<file path="config.mk">
export PLATFORM = sky130hd
export DESIGN_NAME = clk_mux_ctrl
export DESIGN_NICKNAME = d
export VERILOG_FILES = /design/src/rtl/clk_mux_pkg.sv /design/src/rtl/clk_mux_ctrl.sv
export SDC_FILE = /design/constraint.sdc
export NUM_CORES = 1
export LEC_CHECK = 0
export BUFFER_PORTS_ARGS = -buffer_cell sky130_fd_sc_hd__clkbuf_2
export CORE_MARGIN = 2
export CORE_UTILIZATION = 38
export DETAILED_ROUTE_END_ITERATION = 7
export HOLD_SLACK_MARGIN = 0.12
export PLACE_DENSITY = 0.58
export SYNTH_ARGS = -nofsm -noshare
export SYNTH_HDL_FRONTEND = slang
export SYNTH_SLANG_ARGS = --single-unit
</file>
<file path="constraint.sdc">
create_clock -name clk -period 1.65 [get_ports clk]
set_clock_uncertainty 0.05 [all_clocks]
set_input_delay 0 -clock clk [delete_from_list [all_inputs] [get_ports clk]]
set_output_delay 0 -clock clk [all_outputs]
set_load 0.03 [all_outputs]
</file>
<file path="src/rtl/clk_mux_pkg.sv">
// Shared types and helpers for the clock-mux
// enable sequencer.
package clk_mux_pkg;

  localparam int C_MAX_CLOCKS = 32;

  typedef enum logic [1:0] {
    ST_IDLE,
    ST_OFF,
    ST_ON
  } state_t;

  function automatic int idx_width(input int n);
    return (n <= 2) ? 1 : $clog2(n);
  endfunction

  // Indices at or beyond C_MAX_CLOCKS yield an all-zero vector.
  function automatic logic [C_MAX_CLOCKS-1:0] idx2onehot(
    input int unsigned idx
  );
    logic [C_MAX_CLOCKS-1:0] v;
    v = C_MAX_CLOCKS'(1) << idx;
    return v;
  endfunction

endpackage

</file>
<file path="src/rtl/clk_mux_ctrl.sv">
// Break-before-make sequencer that drives the
// one-hot enable vector of the safe clock mux.
module clk_mux_ctrl
  import clk_mux_pkg::*;
#(
  parameter int P_NO_CLOCKS     = 4,
  parameter int P_SETTLE_CYCLES = 8,
  parameter int P_RST_CLK_IDX   = 0,
  localparam int P_IDX_W = idx_width(P_NO_CLOCKS)
) (
  input  logic               clk,
  input  logic               rst_n,
  input  logic               clk_sel_valid,
  input  logic [P_IDX_W-1:0] clk_sel_idx,
  output logic               clk_sel_ready,
  output logic [P_NO_CLOCKS-1:0] clk_en_vec,
  output logic [P_IDX_W-1:0] cur_clk_idx,
  output logic               switch_done,
  output logic               sel_err
);

  localparam int CW = $clog2(P_SETTLE_CYCLES + 1);

  localparam logic [CW-1:0] C_LOAD =
    CW'(P_SETTLE_CYCLES - 1);

  localparam logic [P_IDX_W-1:0] C_RST_IDX =
    P_IDX_W'(P_RST_CLK_IDX);

  localparam logic [P_NO_CLOCKS-1:0] C_RST_EN =
    P_NO_CLOCKS'(idx2onehot(P_RST_CLK_IDX));

  state_t             state;
  logic [CW-1:0]      cnt;
  logic [P_IDX_W-1:0] pend_idx;
  logic               idx_bad;
  logic               idx_same;

  assign clk_sel_ready = (state == ST_IDLE);

  assign idx_bad =
    32'(clk_sel_idx) >= 32'(P_NO_CLOCKS);

  assign idx_same = (clk_sel_idx == cur_clk_idx);

  always_ff @(posedge clk) begin
    if (!rst_n) begin
      state       <= ST_IDLE;
      cnt         <= '0;
      pend_idx    <= '0;
      clk_en_vec  <= C_RST_EN;
      cur_clk_idx <= C_RST_IDX;
      switch_done <= 1'b0;
      sel_err     <= 1'b0;
    end else begin
      switch_done <= 1'b0;
      sel_err     <= 1'b0;
      unique case (state)
        ST_IDLE: begin
          if (clk_sel_valid) begin
            unique case (1'b1)
              idx_bad:  sel_err     <= 1'b1;
              idx_same: switch_done <= 1'b1;
              default: begin
                pend_idx   <= clk_sel_idx;
                clk_en_vec <= '0;
                cnt        <= C_LOAD;
                state      <= ST_OFF;
              end
            endcase
          end
        end
        ST_OFF: begin
          if (cnt == '0) begin
            clk_en_vec <= P_NO_CLOCKS'(
              idx2onehot(32'(pend_idx)));
            cnt   <= C_LOAD;
            state <= ST_ON;
          end else begin
            cnt <= cnt - CW'(1);
          end
        end
        ST_ON: begin
          if (cnt == '0) begin
            cur_clk_idx <= pend_idx;
            switch_done <= 1'b1;
            state       <= ST_IDLE;
          end else begin
            cnt <= cnt - CW'(1);
          end
        end
        default: state <= ST_IDLE;
      endcase
    end
  end

endmodule

</file>
==> flow_metrics.tcl, run 1 <==
set metrics [dict create \
    grt_use_met1_pct 21.84 \
    syn_avg_cell_area_um2 8.293 \
    numCtsBuffers 3 \
    final_hold_viol_count 0 \
    grt_max_degree 13 \
    clock.fmax_mhz 633.6 \
    cts_sinks 15 \
    required_ns 1.80 \
    dieHeight_um 53.66 \
    drt_iter0_markers 15 \
    cp_cell_sequence "inv_2 > ha_4 > nor3b_4 > a221o_1 > nor2_2 > a311oi_2" \
    cp_num_cells 6 \
    switching_share_pct 42.65 \
    max_stage_delay_ns 0.36 \
    antenna-diode-count 0 \
    placedCellCount 155 \
    final_nets 150 \
    wirelength_um 2199 \
    reg2reg_depth 6 \
    grt_pass1_wl_um 3608 \
    synth_seq_cells 15 \
    crit_arrival_ns 1.73 \
    insertion_delay_ns 0.29 \
    ios 14 \
    core.rowCount 17 \
    power_frac_comb_pct 63.0 \
    cts_tree "built" \
    wl_per_cell_um 13.25 \
    worstSetupStartpointType "register" \
    ir_worst_vdd_v 0.0008382 \
    r2r_slack_ns 0.07 \
    yosysUniqueCellTypes 37 \
    regArea_um2 304.0 \
    ys_seq_area_share_pct 32.04 \
    multi_input_area_um2 654.4 \
    drv_cap 0 \
    grtUsageTotal_pct 17.38 \
    setup.worst_path.class "register to register" \
    grt.busiest_layer "met2" \
    met3_usage_pct 2.778 \
    clockBufferDepth 2 \
    start_util_pct 41.18 \
    cts_htree_levels 1 \
    first_pass_iters 4 \
    rsz0062_at_grt "yes" \
    setup.worst_path.end "cnt[1]" \
    drt-vias-per-instance 5.367 \
    core_area_um2 2276 \
    syn-cell-area_um2 937.1 \
    worstPathMaxFanout 7 \
    critPathBufInv 1 \
    crit_slowest_cell "nor3b_4" \
    finalPower_mw 1.918 \
    hp-class "register to register" \
    drive_gt1_share_pct 34.06 \
    seqPwrFrac_pct 25.5 \
    grt-ovfl-total 0 \
    gp_congestion 0.8215 \
    pwr-share-clk_pct 11.5 \
    slew_violations 0 \
    port-buffer-count 12 \
    cp-end-kind "register" \
    finalSetupViolations 0 \
    p_sw_mw 0.8179 \
    status "complete, no violations" \
    grt_use_met2_pct 29.67 \
    synthCells 113 \
    vias 891 \
    root_buffer "clkbuf_4" \
    fill_cells 214 \
    whs_path_depth 2 \
    drc 0 \
    mostFrequentLayoutCells "nand2_1, dfxtp_1, clkbuf_2" \
    die_w_um 53.66 \
    power.leakage_nw 0.5057 \
    r2r_start "cnt[1]" \
    intPower_mw 1.100 \
    cpLargestDelayFamily "compound AO/OA/AOI/OAI gates" \
    final_cells 166 \
    antenna_found_initial 0 \
    dieArea_um2 2879 \
    grt_pass1_vias 821 \
    area_growth_syn_to_layout_pct 30.84 \
    dp_hpwl_um 1600 \
    synth_warnings 0 \
    power-per-cell-area_nw_per_um2 1564 \
    rr_endpoint "cnt[1]" \
    clkSlewWorstSetupHoldPaths_ns 0.10 \
    startpoint "cnt[1]" \
    period_needed_ns 1.578 \
    syn-num-nets 124 \
    detail-route-antenna-nets 0 \
    finalCritPeriodShare_pct 95.65 \
]
## cell usage after synthesis, drive strengths merged
master / instances / area [um^2]
nand4: 2 / 12.51
nand2: 13 / 48.80
a211oi: 3 / 22.52
a311oi: 1 / 15.01
inv: 7 / 26.28
nor3b: 2 / 26.28
or3: 2 / 12.51
a21boi: 1 / 11.26
a21oi: 11 / 58.81
nand2b: 1 / 6.260
or3b: 1 / 11.26
ha: 6 / 75.07
a221oi: 2 / 23.77
clkbuf: 4 / 16.26
a221o: 1 / 10.01
dfxtp: 15 / 300.3
nor2b: 1 / 6.260
nand3: 4 / 20.02
xnor2: 2 / 17.52
o22ai: 1 / 6.260
nor3: 1 / 5.000
o211ai: 2 / 15.01
nor2: 8 / 30.03
buf: 1 / 7.510
o21a: 1 / 7.510
xor2: 2 / 17.52
mux2i: 6 / 60.06
o21ai: 7 / 35.03
conb: 1 / 3.750
clkinv: 1 / 3.750
nand4b: 2 / 17.52
o31ai: 1 / 7.510
## stage by stage
step / utilization [%] / setup TNS, ns / cell area, um^2 / worst slack, ns / hold WS (ns)
5_1_grt: 53.88 / -0.04813 / 1226 / -0.03075 / 0.4505
3_3_place_gp: 47.39 / 0 / 1079 / 0.03234 / 0.2570
2_1_floorplan: - / 0 / 957.2 / 0.005215 / 0.09720
3_5_place_dp: 47.39 / -0.01518 / 1079 / -0.01178 / 0.2619
4_1_cts: 51.35 / 0 / 1169 / 0.001846 / 0.4175
6_report: 53.88 / 0 / 1226 / 0.07179 / 0.4148
## worst min path at each step
stage,slack (ns),from,end
after global placement,0.26,clk_sel_idx[0],pend_idx[0]
final,0.41,clk_en_vec[2],clk_en_vec[2]
after global routing,0.45,clk_en_vec[2],clk_en_vec[2]
after floorplan,0.1,clk_sel_idx[0],pend_idx[0]
after CTS,0.42,clk_en_vec[2],clk_en_vec[2]
after detailed placement,0.26,clk_sel_idx[0],pend_idx[0]
## routing by layer
layer | vias up | share of wire, %
li1 | 450 | -
met1 | 424 | 46
met2 | 13 | 50
met3 | 4 | 3.2
met4 | 0 | 1.1
met5 | - | 0
## power by group through the flow
stage,combinational [mW],clock (mW),sequential (mW)
floorplan,0.734,0,0.515
global placement,1.01,0,0.488
detailed placement,1.02,0,0.490
CTS,1.08,0.227,0.485
global route,1.32,0.246,0.498
finish,1.21,0.220,0.489
## registers in the layout (all words and copies together) (netlist names)
register and count:
clk_en_vec 4, cnt 4, cur_clk_idx 2, pend_idx 2
state 2, switch_done 1
## worst reg2reg max path: stages (launching register included)
cell	delay, ns
dfxtp_2	0.34
inv_2	0.07
ha_4	0.13
nor3b_4	0.36
a221o_1	0.27
nor2_2	0.07
a311oi_2	0.19
## cell type report
cell class	instances	share of cell area [%]
clock buffer	3	1.837
clock inverter	1	0.4082
inverter	8	2.449
multi-input combinational	85	53.37
sequential	15	24.80
tap	28	2.857
timing repair buffer	26	14.29
## kinds of logic after synthesis
kind of cell | synth area share, %
compound gates | 22.70
other cells | 0.4001
simple gates | 20.96
buf+inv | 5.741
flops | 32.04
xor+xnor | 3.739
mux | 6.409
fa+ha+maj | 8.010
## what timing repair did
action	CTS	global route
gates resized for setup	4	11
buffers inserted	1	2
endpoints found under the hold margin	10	0
hold buffers	4	0
setup endpoints to repair	4	11
pin swaps	3	3
gates cloned	0	0
No activity file was read; power rests on OpenSTA's default activity.
==> run 2, diff against run 1 <==
--- a/config.mk
+++ b/config.mk
@@ -11,6 +11,7 @@
 export DETAILED_ROUTE_END_ITERATION = 7
 export HOLD_SLACK_MARGIN = 0.12
 export PLACE_DENSITY = 0.58
+export SETUP_SLACK_MARGIN = 0.5
 export SYNTH_ARGS = -nofsm -noshare
 export SYNTH_HDL_FRONTEND = slang
 export SYNTH_SLANG_ARGS = --single-unit
==> run 2 against run 1 <==
The run now ends with setup timing left; fmax down 5.3%; register-to-register slack worse by 0.09 ns; critical path depth up 1; worst hold slack worse by 0.22 ns; combinational power up 26%; routed wire length up 17%; flip-flop and latch count unchanged; largest cell class unchanged.
==> flow_metrics.tcl, run 2 (synthesized netlist as in run 1, its figures left out) <==
set metrics [dict create \
    status "finished, violations left" \
    violations "setup timing" \
    r2r_start "cnt[0]" \
    cp-end-kind "register" \
    stdcell_area_um2 1405 \
    root_buffer "clkbuf_4" \
    drive_gt1_share_pct 48.65 \
    rsz0062_at_grt "yes" \
    fill_cells 188 \
    antenna-diode-count 0 \
    antenna_found_initial 0 \
    power.leakage_nw 0.5852 \
    area_growth_syn_to_layout_pct 49.93 \
    crit_arrival_ns 1.80 \
    drt_iter0_markers 7 \
    cp_num_cells 7 \
    final_cells 176 \
    power-per-cell-area_nw_per_um2 1605 \
    reg.largest.list "clk_en_vec: 4 flops, cnt: 4 flops" \
    finalCritPeriodShare_pct 101.0 \
    core.rowCount 17 \
    gp_congestion 0.8788 \
    placed_area_um2 1087 \
    finalSetupViolations 1 \
    dieArea_um2 2879 \
    insertion_delay_ns 0.29 \
    timing.final.ws_setup_ns -0.01723 \
    layout_commonest_cell "buf_4" \
    final_util_pct 61.74 \
    grt_max_degree 11 \
    critPathBufInv 2 \
    die_w_um 53.66 \
    grtUsageTotal_pct 18.79 \
    reg2reg_depth 7 \
    hp-class "primary input to register" \
    core_area_um2 2276 \
    grt_pass1_wl_um 3933 \
    clock.fmax_mhz 599.8 \
    drt-vias-per-instance 5.381 \
    ios 14 \
    cp_cell_sequence "inv_2 > ha_4 > nor3b_4 > a221o_1 > buf_4 > o31ai_2 > a21oi_1" \
    multi_input_area_um2 724.4 \
    mostFrequentLayoutCells "buf_4, clkbuf_2, nand2_1, dfxtp_1, a21oi_1" \
    required_ns 1.78 \
    cts_sinks 15 \
    wl_per_cell_um 14.64 \
    setup.worst_path.end "cnt[2]" \
    grt-ovfl-total 0 \
    slew_violations 0 \
    ir_worst_vdd_v 0.001279 \
    port-buffer-count 12 \
    final_nets 160 \
    startpoint "cnt[0]" \
    rr_endpoint "cnt[2]" \
    max_stage_delay_ns 0.35 \
    grt_pass1_vias 878 \
    placedCellCount 151 \
    dp_hpwl_um 1669 \
    start_util_pct 41.18 \
    first_pass_iters 4 \
    period_needed_ns 1.667 \
    drc 0 \
    wirelength_um 2576 \
    numCtsBuffers 3 \
    drv_cap 0 \
    r2r_slack_ns -0.02 \
    crit_slowest_cell "dfxtp_2" \
    clkSlewWorstSetupHoldPaths_ns 0.10 \
    vias 947 \
    finalPower_mw 2.255 \
    dieHeight_um 53.66 \
    cpLargestDelayFamily "compound AO/OA/AOI/OAI gates" \
    regArea_um2 307.8 \
    fin_setup_tns_ns -0.01723 \
    clockBufferDepth 2 \
    setup.worst_path.class "register to register" \
    final_hold_viol_count 0 \
    cts_htree_levels 1 \
    worstSetupStartpointType "register" \
    cts_tree "built" \
    detail-route-antenna-nets 0 \
    worstPathMaxFanout 6 \
]
[run 2: cell types whose count changed in the layout (fill, tap and decap cells not counted), moves of 3 or more]
cell	before	now
nand2_1	12	9
buf_4	10	15
dfxtp_1	12	9
dfxtp_2	3	6
a21oi_1	10	7
buf_6	0	4
[run 2: stage by stage]
step                worst slack [ns]  hold slack [ns]
floorplan                     0.1330          0.09721
CTS                          0.04312           0.1901
detailed placement           0.02925           0.2593
global route                -0.05867           0.2165
global placement             0.03989           0.2494
finish                      -0.01723           0.1963
[run 2: repair_timing]
item / in CTS / in global routing
setup endpoints to repair: 16 / 16
setup buffers: 10 / 6
gates resized for setup: 12 / 17
hold endpoints to repair: 10 / 0
hold buffers: 5 / 0
pin swaps: 5 / 5
[run 2: report_power, final]
part	internal [mW]	switching, mW	total, mW	leakage [nW]
clock	0.0901	0.131	0.221	0.0177
combinational	0.783	0.749	1.53	0.443
sequential	0.434	0.0689	0.503	0.125
[run 2: layer usage]
layer  wire (um)  vias up  GRT usage, %
met1        1189      443         25.93
met5           0        -             0
li1            -      469             -
met2        1258       27         28.46
met4          51        0         8.974
met3          77        8         2.778
[run 2: worst min-delay path, stage by stage]
cell	delay [ns]
clkbuf_2	0.10
inv_1	0.13
a221oi_4	0.11
nand3_1	0.08
a21oi_1	0.07
[run 2: layout make-up]
type | instances | area share, %
clock buffer | 3 | 1.603
clock inverter | 1 | 0.3562
inverter | 8 | 2.315
multi-input combinational | 85 | 51.56
sequential | 15 | 21.91
tap | 28 | 2.493
timing repair buffer | 36 | 19.77
[run 2: how the worst min path moves through the flow]
| stage | depth (start not counted) | to | startpoint | slack [ns] |
|---|---|---|---|---|
| 2_1_floorplan | 2 | pend_idx[0] | clk_sel_idx[0] | 0.1 |
| 3_3_place_gp | 3 | pend_idx[1] | clk_sel_idx[1] | 0.25 |
| 3_5_place_dp | 3 | pend_idx[0] | clk_sel_idx[0] | 0.26 |
| 4_1_cts | 5 | cnt[2] | clk_sel_valid | 0.19 |
| 5_1_grt | 5 | cnt[2] | clk_sel_valid | 0.22 |
| 6_report | 5 | cnt[2] | clk_sel_valid | 0.20 |
